--- src/rtl/buff_uart_mm.sv ---
`timescale 1ns/1ps
// Memory-mapped buffered UART with independent RX/TX FIFOs, sticky error flags and RX interrupt.
// Optional even parity on both directions when BUFF_UART_PARITY_EN is defined.
module buff_uart_mm #(
   parameter int unsigned WIDTH          = 8,
   parameter int unsigned RX_DEPTH       = 4,
   parameter int unsigned TX_DEPTH       = 4,
   parameter int unsigned ADDRESS_WIDTH  = 4,
   parameter int unsigned DATA_ADDRESS   = 0,
   parameter int unsigned STATUS_ADDRESS = 1,
   parameter int unsigned BAUD_RATE      = 9600,
   parameter int unsigned CLOCK_FREQ     = 460800
) (
   input  logic                     clk,
   input  logic                     rst,
   input  logic                     rx,
   output logic                     tx,
   input  logic [ADDRESS_WIDTH-1:0] address,
   input  logic                     read_enable,
   input  logic                     write_enable,
   input  logic [WIDTH-1:0]         write_data,
   output logic [WIDTH-1:0]         read_data,
   output logic                     rx_irq
);

   localparam int unsigned DIVISOR = CLOCK_FREQ / BAUD_RATE;
   localparam int unsigned CNT_W   = $clog2(DIVISOR);
   localparam int unsigned BIT_W   = $clog2(WIDTH + 1);
   localparam int unsigned RX_AW   = $clog2(RX_DEPTH);
   localparam int unsigned TX_AW   = $clog2(TX_DEPTH);
   localparam int unsigned RX_PW   = RX_AW + 1;
   localparam int unsigned TX_PW   = TX_AW + 1;

   localparam logic [2:0] S_IDLE   = 3'd0;
   localparam logic [2:0] S_START  = 3'd1;
   localparam logic [2:0] S_DATA   = 3'd2;
   localparam logic [2:0] S_STOP   = 3'd3;
`ifdef BUFF_UART_PARITY_EN
   localparam logic [2:0] S_PARITY = 3'd4;
`endif

   // register bus decode
   logic data_sel, status_sel, rd_data, wr_data, rd_status;
   assign data_sel   = (address == ADDRESS_WIDTH'(DATA_ADDRESS));
   assign status_sel = (address == ADDRESS_WIDTH'(STATUS_ADDRESS));
   assign rd_data    = read_enable && data_sel;
   assign wr_data    = write_enable && data_sel;
   assign rd_status  = read_enable && status_sel;

   // rx pin synchronizer
   logic rx_meta, rx_sync;
   always_ff @(posedge clk or posedge rst) begin
      if (rst) begin
         rx_meta <= 1'b1;
         rx_sync <= 1'b1;
      end else begin
         rx_meta <= rx;
         rx_sync <= rx_meta;
      end
   end

   // TX FIFO
   logic [WIDTH-1:0] tx_mem [TX_DEPTH];
   logic [TX_PW-1:0] tx_wr, tx_rd;
   logic             tx_empty, tx_full, tx_push_c, tx_pop_c, tx_ovf_set_c;
   logic [WIDTH-1:0] tx_head;
   assign tx_empty     = (tx_wr == tx_rd);
   assign tx_full      = ((tx_wr - tx_rd) == TX_PW'(TX_DEPTH));
   assign tx_head      = tx_mem[tx_rd[TX_AW-1:0]];
   assign tx_push_c    = wr_data && (!tx_full || tx_pop_c);
   assign tx_ovf_set_c = wr_data && tx_full && !tx_pop_c;

   always_ff @(posedge clk or posedge rst) begin
      if (rst) begin
         tx_wr <= '0;
         tx_rd <= '0;
      end else begin
         if (tx_push_c) tx_wr <= tx_wr + TX_PW'(1);
         if (tx_pop_c)  tx_rd <= tx_rd + TX_PW'(1);
      end
   end

   always_ff @(posedge clk) begin
      if (tx_push_c) tx_mem[tx_wr[TX_AW-1:0]] <= write_data;
   end

   // TX FSM
   logic [2:0]       tx_state, tx_state_n;
   logic [CNT_W-1:0] tx_cnt, tx_cnt_n;
   logic [BIT_W-1:0] tx_bit, tx_bit_n;
   logic [WIDTH-1:0] tx_shift, tx_shift_n;
   logic             tx_line_c, tx_last, tx_busy;
`ifdef BUFF_UART_PARITY_EN
   logic             tx_par, tx_par_n;
`endif
   assign tx_last = (tx_cnt == CNT_W'(DIVISOR - 1));
   assign tx_busy = (tx_state != S_IDLE);

   always_ff @(posedge clk or posedge rst) begin
      if (rst) begin
         tx_state <= S_IDLE;
         tx_cnt   <= '0;
         tx_bit   <= '0;
         tx_shift <= '0;
         tx       <= 1'b1;
`ifdef BUFF_UART_PARITY_EN
         tx_par   <= 1'b0;
`endif
      end else begin
         tx_state <= tx_state_n;
         tx_cnt   <= tx_cnt_n;
         tx_bit   <= tx_bit_n;
         tx_shift <= tx_shift_n;
         tx       <= tx_line_c;
`ifdef BUFF_UART_PARITY_EN
         tx_par   <= tx_par_n;
`endif
      end
   end

   always_comb begin
      tx_state_n = tx_state;
      tx_cnt_n   = tx_cnt;
      tx_bit_n   = tx_bit;
      tx_shift_n = tx_shift;
      tx_pop_c   = 1'b0;
      tx_line_c  = 1'b1;
`ifdef BUFF_UART_PARITY_EN
      tx_par_n   = tx_par;
`endif
      case (tx_state)
         S_IDLE: begin
            if (!tx_empty) begin
               tx_pop_c   = 1'b1;
               tx_shift_n = tx_head;
               tx_cnt_n   = '0;
               tx_state_n = S_START;
`ifdef BUFF_UART_PARITY_EN
               tx_par_n   = ^tx_head;
`endif
            end
         end
         S_START: begin
            tx_line_c = 1'b0;
            if (tx_last) begin
               tx_cnt_n   = '0;
               tx_bit_n   = '0;
               tx_state_n = S_DATA;
            end else begin
               tx_cnt_n = tx_cnt + CNT_W'(1);
            end
         end
         S_DATA: begin
            tx_line_c = tx_shift[0];
            if (tx_last) begin
               tx_cnt_n   = '0;
               tx_shift_n = tx_shift >> 1;
               tx_bit_n   = tx_bit + BIT_W'(1);
               if (tx_bit == BIT_W'(WIDTH - 1)) begin
`ifdef BUFF_UART_PARITY_EN
                  tx_state_n = S_PARITY;
`else
                  tx_state_n = S_STOP;
`endif
               end
            end else begin
               tx_cnt_n = tx_cnt + CNT_W'(1);
            end
         end
`ifdef BUFF_UART_PARITY_EN
         S_PARITY: begin
            tx_line_c = tx_par;
            if (tx_last) begin
               tx_cnt_n   = '0;
               tx_state_n = S_STOP;
            end else begin
               tx_cnt_n = tx_cnt + CNT_W'(1);
            end
         end
`endif
         S_STOP: begin
            if (tx_last) begin
               tx_cnt_n   = '0;
               tx_state_n = S_IDLE;
            end else begin
               tx_cnt_n = tx_cnt + CNT_W'(1);
            end
         end
         default: tx_state_n = S_IDLE;
      endcase
   end

   // RX FSM
   logic [2:0]       rx_state, rx_state_n;
   logic [CNT_W-1:0] rx_cnt, rx_cnt_n;
   logic [BIT_W-1:0] rx_bit, rx_bit_n;
   logic [WIDTH-1:0] rx_shift, rx_shift_n;
   logic             rx_last, rx_word_c, rx_err_c;
`ifdef BUFF_UART_PARITY_EN
   logic             rx_par_bad, rx_par_bad_n;
`endif
   assign rx_last = (rx_cnt == CNT_W'(DIVISOR - 1));

   always_ff @(posedge clk or posedge rst) begin
      if (rst) begin
         rx_state   <= S_IDLE;
         rx_cnt     <= '0;
         rx_bit     <= '0;
         rx_shift   <= '0;
`ifdef BUFF_UART_PARITY_EN
         rx_par_bad <= 1'b0;
`endif
      end else begin
         rx_state   <= rx_state_n;
         rx_cnt     <= rx_cnt_n;
         rx_bit     <= rx_bit_n;
         rx_shift   <= rx_shift_n;
`ifdef BUFF_UART_PARITY_EN
         rx_par_bad <= rx_par_bad_n;
`endif
      end
   end

   always_comb begin
      rx_state_n   = rx_state;
      rx_cnt_n     = rx_cnt;
      rx_bit_n     = rx_bit;
      rx_shift_n   = rx_shift;
      rx_word_c    = 1'b0;
      rx_err_c     = 1'b0;
`ifdef BUFF_UART_PARITY_EN
      rx_par_bad_n = rx_par_bad;
`endif
      case (rx_state)
         S_IDLE: begin
            if (!rx_sync) begin
               rx_cnt_n   = '0;
               rx_state_n = S_START;
`ifdef BUFF_UART_PARITY_EN
               rx_par_bad_n = 1'b0;
`endif
            end
         end
         S_START: begin
            // mid-start check rejects glitches shorter than half a bit
            if (rx_cnt == CNT_W'(DIVISOR / 2 - 1)) begin
               rx_cnt_n   = '0;
               rx_bit_n   = '0;
               rx_state_n = rx_sync ? S_IDLE : S_DATA;
            end else begin
               rx_cnt_n = rx_cnt + CNT_W'(1);
            end
         end
         S_DATA: begin
            if (rx_last) begin
               rx_cnt_n   = '0;
               rx_shift_n = {rx_sync, rx_shift[WIDTH-1:1]};
               rx_bit_n   = rx_bit + BIT_W'(1);
               if (rx_bit == BIT_W'(WIDTH - 1)) begin
`ifdef BUFF_UART_PARITY_EN
                  rx_state_n = S_PARITY;
`else
                  rx_state_n = S_STOP;
`endif
               end
            end else begin
               rx_cnt_n = rx_cnt + CNT_W'(1);
            end
         end
`ifdef BUFF_UART_PARITY_EN
         S_PARITY: begin
            if (rx_last) begin
               rx_cnt_n     = '0;
               rx_par_bad_n = (^rx_shift) ^ rx_sync;
               rx_state_n   = S_STOP;
            end else begin
               rx_cnt_n = rx_cnt + CNT_W'(1);
            end
         end
`endif
         S_STOP: begin
            if (rx_last) begin
               rx_cnt_n   = '0;
               rx_state_n = S_IDLE;
`ifdef BUFF_UART_PARITY_EN
               if (rx_sync && !rx_par_bad) rx_word_c = 1'b1;
               else                        rx_err_c  = 1'b1;
`else
               if (rx_sync) rx_word_c = 1'b1;
               else         rx_err_c  = 1'b1;
`endif
            end else begin
               rx_cnt_n = rx_cnt + CNT_W'(1);
            end
         end
         default: rx_state_n = S_IDLE;
      endcase
   end

   // RX FIFO: a user pop in the same cycle frees room for the push
   logic [WIDTH-1:0] rx_mem [RX_DEPTH];
   logic [RX_PW-1:0] rx_wr, rx_rd, rx_wr_n, rx_rd_n;
   logic             rx_empty, rx_full, rx_push_c, rx_pop_c, rx_ovf_set_c;
   assign rx_empty     = (rx_wr == rx_rd);
   assign rx_full      = ((rx_wr - rx_rd) == RX_PW'(RX_DEPTH));
   assign rx_pop_c     = rd_data && !rx_empty;
   assign rx_push_c    = rx_word_c && (!rx_full || rx_pop_c);
   assign rx_ovf_set_c = rx_word_c && rx_full && !rx_pop_c;
   assign rx_wr_n      = rx_wr + RX_PW'(rx_push_c);
   assign rx_rd_n      = rx_rd + RX_PW'(rx_pop_c);

   always_ff @(posedge clk) begin
      if (rx_push_c) rx_mem[rx_wr[RX_AW-1:0]] <= rx_shift;
   end

   // sticky flags, read port and interrupt
   logic       rx_ovf, tx_ovf, rx_error;
   logic [7:0] status_c;
   assign status_c = {rx_error, tx_ovf, rx_ovf, tx_busy, tx_full, tx_empty, rx_full, rx_empty};

   always_ff @(posedge clk or posedge rst) begin
      if (rst) begin
         rx_wr     <= '0;
         rx_rd     <= '0;
         rx_ovf    <= 1'b0;
         tx_ovf    <= 1'b0;
         rx_error  <= 1'b0;
         read_data <= '0;
         rx_irq    <= 1'b0;
      end else begin
         rx_wr    <= rx_wr_n;
         rx_rd    <= rx_rd_n;
         rx_irq   <= (rx_wr_n != rx_rd_n);
         rx_ovf   <= (rx_ovf   && !rd_status) || rx_ovf_set_c;
         tx_ovf   <= (tx_ovf   && !rd_status) || tx_ovf_set_c;
         rx_error <= (rx_error && !rd_status) || rx_err_c;
         if (read_enable) begin
            if (data_sel)        read_data <= rx_empty ? '0 : rx_mem[rx_rd[RX_AW-1:0]];
            else if (status_sel) read_data <= WIDTH'(status_c);
            else                 read_data <= '0;
         end
      end
   end

endmodule

--- config.mk ---
export PLATFORM = sky130hd
export DESIGN_NAME = buff_uart_mm
export DESIGN_NICKNAME = d
export VERILOG_FILES = /design/src/rtl/buff_uart_mm.sv
export SDC_FILE = /design/constraint.sdc
export NUM_CORES = 1
export LEC_CHECK = 0
export ABC_AREA = 0
export CAP_MARGIN = 40
export CORE_ASPECT_RATIO = 0.6
export CORE_MARGIN = 1.5
export CORE_UTILIZATION = 35
export DETAILED_ROUTE_END_ITERATION = 16
export GPL_TIMING_DRIVEN = 0
export PLACE_DENSITY = 0.56
export SYNTH_ARGS = -nofsm -noshare
export SYNTH_HDL_FRONTEND = slang
export SYNTH_SLANG_ARGS = --single-unit
export TNS_END_PERCENT = 10
--- constraint.sdc ---
create_clock -name clk -period 3.8 [get_ports clk]
set_input_delay 1.14 -clock clk [delete_from_list [all_inputs] [get_ports clk]]
set_output_delay 1.14 -clock clk [all_outputs]
set_load 0.1 [all_outputs]
==> Yosys cells after proc, flatten, opt, wreduce, memory -nomap -nowiden <==
Memory sizes are Yosys's and may differ from the RTL's.
Cells that the tools add are included.
{ "word_totals": {"regBits": 69, "ram_bits": 64, "output_inout_bits": 10, "word_cells": 147, "mem_count": 2} }
{ "mem_list": {"columns": ["memory", "words", "word_bits", "rd", "rd_ports_with_merged_regs", "wr", "line", "source"], "rows": [
  ["rx_mem", 4, 8, 1, 0, 1, "301", "logic [WIDTH-1:0] rx_mem [RX_DEPTH];"],
  ["tx_mem", 4, 8, 1, 0, 1, "63", "logic [WIDTH-1:0] tx_mem [TX_DEPTH];"]
]} }
{ "classes": {"n_addsub": 10, "n_eq_ne": 27, "muxes": 45, "n_reduce_logical": 43} }
{ "ops": {"columns": ["op", "n"], "rows": [
  ["2-to-1 mux 8 bit", 5],
  ["2-to-1 mux 3 bit", 10],
  ["2-to-1 mux 6 bit", 5],
  ["one-hot mux 3 bit (4 select lines)", 2],
  ["inequality test 2 bit, second input constant", 10],
  ["one-hot mux 6 bit (3 select lines)", 1],
  ["2-to-1 mux 4 bit", 4],
  ["one-hot mux 4 bit (2 select lines)", 2],
  ["one-hot mux 8 bit (2 select lines)", 1],
  ["logical AND 1 bit", 13],
  ["adder 6 x 1 -> 6 bit, second input constant", 2],
  ["equality test 3 x 2 -> 1 bit, second input constant", 4],
  ["equality test 6 bit, second input constant", 2],
  ["2-to-1 mux 1 bit", 12],
  ["one-hot mux 6 bit (2 select lines)", 1],
  ["AND reduction 5 bit", 2],
  ["AND reduction 3 bit", 3],
  ["adder 4 x 1 -> 4 bit, second input constant", 2],
  ["equality test 4 x 3 -> 1 bit, second input constant", 2],
  ["nonzero test 2 bit", 4],
  ["adder 3 x 1 -> 3 bit", 2],
  ["adder 3 x 1 -> 3 bit, second input constant", 2],
  ["equality test 3 x 1 -> 1 bit, second input constant", 2],
  ["equality test 3 bit", 2],
  ["15 further kinds", 30]
]} }

==> Longest topological paths before layout <==
Gate-level depths: netlist of run 1.
{ "logic_depth": {"depth_word": 7, "mapped_depth": 12, "mapped_depth_nobuf": 11} }

==> Least setup slack after synthesis of run 1 <==
No wires, ideal clock.
{ "synth_timing": {"path_type": "in2reg", "from": "input port address[3]", "to": "register rx_irq", "arrival_ps": 2848, "required_time_ps": 3669, "path_slack_ps": 821, "stages": 9, "n_path_buf": 0, "path_cell_list": "nor4_1 > o211a_1 > o311ai_2 > inv_2 > ha_1 > ha_1 > xor2_1 > xor2_1 > or3_1"} }
{ "synth_via": {"elab_chain_len": 7, "word_cells_on_any_way": 8, "classes_between": "2 x add/sub; 1 x eq/ne; 5 x reduce/logical"} }
{ "synth_rtl": {"columns": ["item", "line", "source"], "rows": [
  ["from (decl)", "18", "input logic [ADDRESS_WIDTH-1:0] address,"],
  ["logical NOT 4 bit", "44", "assign data_sel = (address == ADDRESS_WIDTH'(DATA_ADDRESS));"],
  ["logical AND 1 bit", "46", "assign rd_data = read_enable && data_sel;"],
  ["logical AND 1 bit", "306", "assign rx_pop_c = rd_data && !rx_empty;"],
  ["logical OR 1 bit", "307", "assign rx_push_c = rx_word_c && (!rx_full || rx_pop_c);"],
  ["logical AND 1 bit", "307", null],
  ["adder 3 x 1 -> 3 bit", "309", "assign rx_wr_n = rx_wr + RX_PW'(rx_push_c);"],
  ["named net rx_wr_n[2]", "302", "logic [RX_PW-1:0] rx_wr, rx_rd, rx_wr_n, rx_rd_n;"],
  ["inequality test 3 bit", "333", "rx_irq <= (rx_wr_n != rx_rd_n);"],
  ["to (signal assigned)", "333", null],
  ["to (decl)", "23", "output logic rx_irq"]
]} }
The timed path passes the listed nets, and every way through them passes these cells.
A chain may end at the register's enable or synchronous reset.

==> Worst setup path in the final report of run 1 <==
{ "layout_timing": {"from": "input port address[2]", "to": "register rx_irq"} }
Same word-level chain as after synthesis.

==> implementation parameters, run 1 <==
Parameter                              Value

Synthesis
  Synthesis Warnings ... 0
  FF+latch count, synth ... 131
  Average cell area after synthesis ... 15.2 um^2
  Sequential-to-total area share from yosys stat ... 0.621
  Fraction of synthesized cell area taken by the top area cell type ... 0.331
  Largest area contributor in the synthesized netlist ... sky130_fd_sc_hd__edfxtp_1
  EDFF count, synth ... 64
  Ys async rst share ... 0.511
  Synth Cell Area ... 5800 um^2
  Main synth FF type ... sky130_fd_sc_hd__edfxtp_1
  Gate Count Post-Synth ... 383
  Number of unique standard cell types used by synthesis ... 59
  Top post-synthesis cells by area ... sky130_fd_sc_hd__edfxtp_1, sky130_fd_sc_hd__dfrtp_1, sky130_fd_sc_hd__mux4_2, sky130_fd_sc_hd__ha_1, sky130_fd_sc_hd__mux2_2
  Syn Nets ... 422

Timing
  Final hold violations ... 0
  Worst slew margin ... 0.508
  Transition time of the tightest slew-check pin ... 733 ps
  Final worst path period share ... 0.897
  Setup-failing EPs final ... 0
  Tightest hold margin ... 358 ps
  Final setup margin ... 390 ps
  Skew final ... 14.3 ps
  Max Freq ... 293 MHz
  Time the worst path needs with I/O delays and setup ... 3410 ps
  RSZ-0062 raised after global routing ... false
  Final number of max-transition violations ... 0

Placed design
  Routability Congestion ... 0.779
  Port bufs ... 26
  Post-placement setup slack ... -29.2 ps
  HPWL reported at the end of detailed placement ... 7720 um

Setup path
  Critical path launch point type ... input pin
  Capturing element type of the critical path ... flop
  Worst Setup Path Type ... in -> reg
  Setup slack, reg-to-reg ... 530 ps
  List of cells traversed by the critical path ... clkdlybuf4s50_1 > nor4_1 > o211a_1 > o311ai_2 > inv_2 > ha_1 > ha_1 > xor2_1 > xor2_1 > or3_1
  Max stage delay cell, worst path ... sky130_fd_sc_hd__nor4_1
  Delay-heaviest family, CP ... simple AND/OR/NAND/NOR gates
  Buf/Inv on CP ... 2
  Arrival time of the worst setup path ... 3700 ps
  Required time of the critical path ... 4090 ps
  CP peak stage delay ... 590 ps
  Largest fanout on the critical path ... 3

Clock network
  Clock slew at the register clock pins of the worst setup and hold paths ... 60 ps
  TritonCTS clock tree ... yes
  Clock buffer count from CTS ... 17
  Quantity of hold-fixing buffers added after cts ... 0
  Worst-Skew Late Latency ... 420 ps
  Sinks on the clock net ... 131
  PostCTS Resize Cnt ... 0
  Maximum buffer depth of the clock tree ... 2
  Clk Tree Root Cell ... sky130_fd_sc_hd__clkbuf_16
  Post-CTS setup-driven buffer insertion count ... 0
  Total number of H-tree levels ... 4

Finish
  Fraction of layout cells with a size suffix above 1 ... 0.248
  Count of nets after finishing ... 481
  Multi-input gate area in the final layout ... 2080 um^2
  Final core utilization ... 0.438
  Leading cell types in the layout, fill and taps excluded ... sky130_fd_sc_hd__dfrtp_1, sky130_fd_sc_hd__edfxtp_1, sky130_fd_sc_hd__clkdlybuf4s50_1
  Layout overhead on the synthesized area ... 22.4%
  Sequential cell area ... 3600 um^2
  FILL cells ... 1429
  Antenna Cells ... 0

Global routing
  Maximum number of pins on one net before global-route repair ... 50
  Antenna violations before repair ... 0
  First-pass GRT wire length ... 18400 um
  Gr ovfl total ... 0
  Number of global-route vias before repair ... 3415
  Global Route Usage Sum ... 0.142

Routing
  Post-DR wirelength/cell ... 16.9 um
  DRC violation count after routing ... 0
  Number of DRC markers after the initial detailed-route iteration ... 287
  Final wirelength ... 11200 um
  Post-route antenna net violation count ... 0
  Routed vias/inst ... 5.04
  First drt pass iteration count ... 5
  Total number of vias ... 3348

Die
  I/O pin cnt ... 27
  Height of the chip ... 103 um
  Placement Rows ... 36
  Die span in x ... 169 um
  Std-Cell Core Area ... 16200 um^2
  Initial core utilization ... 0.358
  Die area ... 17400 um^2

Power and ir drop
  Leakage ... 0.00296 uW
  Power density over the cells ... 481 nW/um^2
  Maximum ir drop on the vdd rail ... 0.000339 V
  Overall power consumption ... 3420 uW

Min path
  Hold WC Path Type ... reg -> reg

Outcome
  Outcome ... finished, final reports clean

Flow run
  Total of max-cap violations ... 0
## kinds of logic after synthesis
kind of cell             synth area share
XOR/XNOR                           0.0270
buffers and inverters              0.0211
flip-flops                          0.621
AO/OA/AOI/OAI                      0.0688
adder cells (fa/ha/maj)            0.0474
AND/OR/NAND/NOR                    0.0858
multiplexers                        0.129
## per-stage QoR
step | TNS, ps | cells | area, um^2
finish | 0 | 664 | 7100
global route | 0 | 664 | 7100
CTS | 0 | 663 | 7090
detailed placement | -29.2 | 631 | 6530
global placement | -28080 | 618 | 6320
floorplan | 0 | 383 | 5800
## cell type report
cell class,instances,share of cell area
Buffer,14,0.0104
Clock buffer,17,0.0599
Clock inverter,15,0.0197
Inverter,13,0.00722
Multi-Input combinational cell,225,0.293
Sequential cell,131,0.507
Tap cell,209,0.0368
Timing Repair Buffer,40,0.0659
## sequential cells by signal, indices dropped and copies added (netlist names), 2 cells and up
register and count:
tx_rd 3, tx_cnt 6, tx_state 2, rx_rd 3, rx_bit 4, read_data 8, rx_cnt 6, tx_mem 32
rx_state 2, rx_mem 32, rx_shift 8, rx_wr 3, tx_wr 3, tx_shift 8, tx_bit 4
## path summary, 6_finish.rpt
path,depth (start not counted),startpoint,endpoint
max reg2reg,12,rx_rd[1],rx_irq
max in group asynchronous,3,rst,tx
min reg2reg,0,rx_meta,rx_sync
min,0,rx_meta,rx_sync
min in group asynchronous,2,rst,rx_shift[0]
max,10,address[2],rx_irq
## per-layer routing
metal / share of wire / global-route usage
met2: 0.44 / 0.211
met4: 0.010 / 0.0538
met5: 0 / 0
met1: 0.52 / 0.201
met3: 0.028 / 0.0372
## cell usage after synthesis, drive strengths merged, types with 2 or more instances
library cell and instances:
nor3 12, buf 7, a21oi 4, clkbuf 7, nand4b 2, nor4 4, nand2 17, nand3b 2
dfrtp 64, nand2b 3, a32o 2, o311ai 2, ha 22, o21ai 13, xor2 8, and3 6
nand4 2, nor2b 8, mux2i 7, mux4 16, a221o 8, inv 13, a31oi 2, nor2 11
and2 4, nand3 10, mux2 26, xnor2 9, dfstp 3, a22o 7, o41ai 2, edfxtp 64
a211o 2
## report_power, final
part / internal (uW) / leakage (uW) / switching, uW / total, uW
sequential: 1530 / 0.00153 / 47.6 / 1580
combinational: 118 / 0.00117 / 168 / 287
clock: 862 / 0.000268 / 687 / 1550
Note: power is estimated with default switching activity, not from simulation.
==> run 2: changes to the inputs <==
--- a/config.mk
+++ b/config.mk
@@ -13,6 +13,7 @@
 export DETAILED_ROUTE_END_ITERATION = 16
 export GPL_TIMING_DRIVEN = 0
 export PLACE_DENSITY = 0.56
+export SKIP_LAST_GASP = 1
 export SYNTH_ARGS = -nofsm -noshare
 export SYNTH_HDL_FRONTEND = slang
 export SYNTH_SLANG_ARGS = --single-unit
==> results of run 2 <==
Same layout as run 1: the final DEF is identical, and so are final timing and power.
==> run 3: changes to the inputs <==
==> constraint.sdc (replaced) <==
create_clock -name clk -period 3.8 [get_ports clk]
set_input_delay 0.57 -clock clk [delete_from_list [all_inputs] [get_ports clk]]
set_output_delay 0.57 -clock clk [all_outputs]
set_load 0.1 [all_outputs]
==> results of run 3 <==
Same layout as run 1 (identical final DEF). Status: finished, final reports clean.
Among the figures that moved: setup slack after placement -29.2 ps -> 497 ps; setup slack after layout 390 ps -> 531 ps; start point of the critical path address[2] -> rx_rd[1]
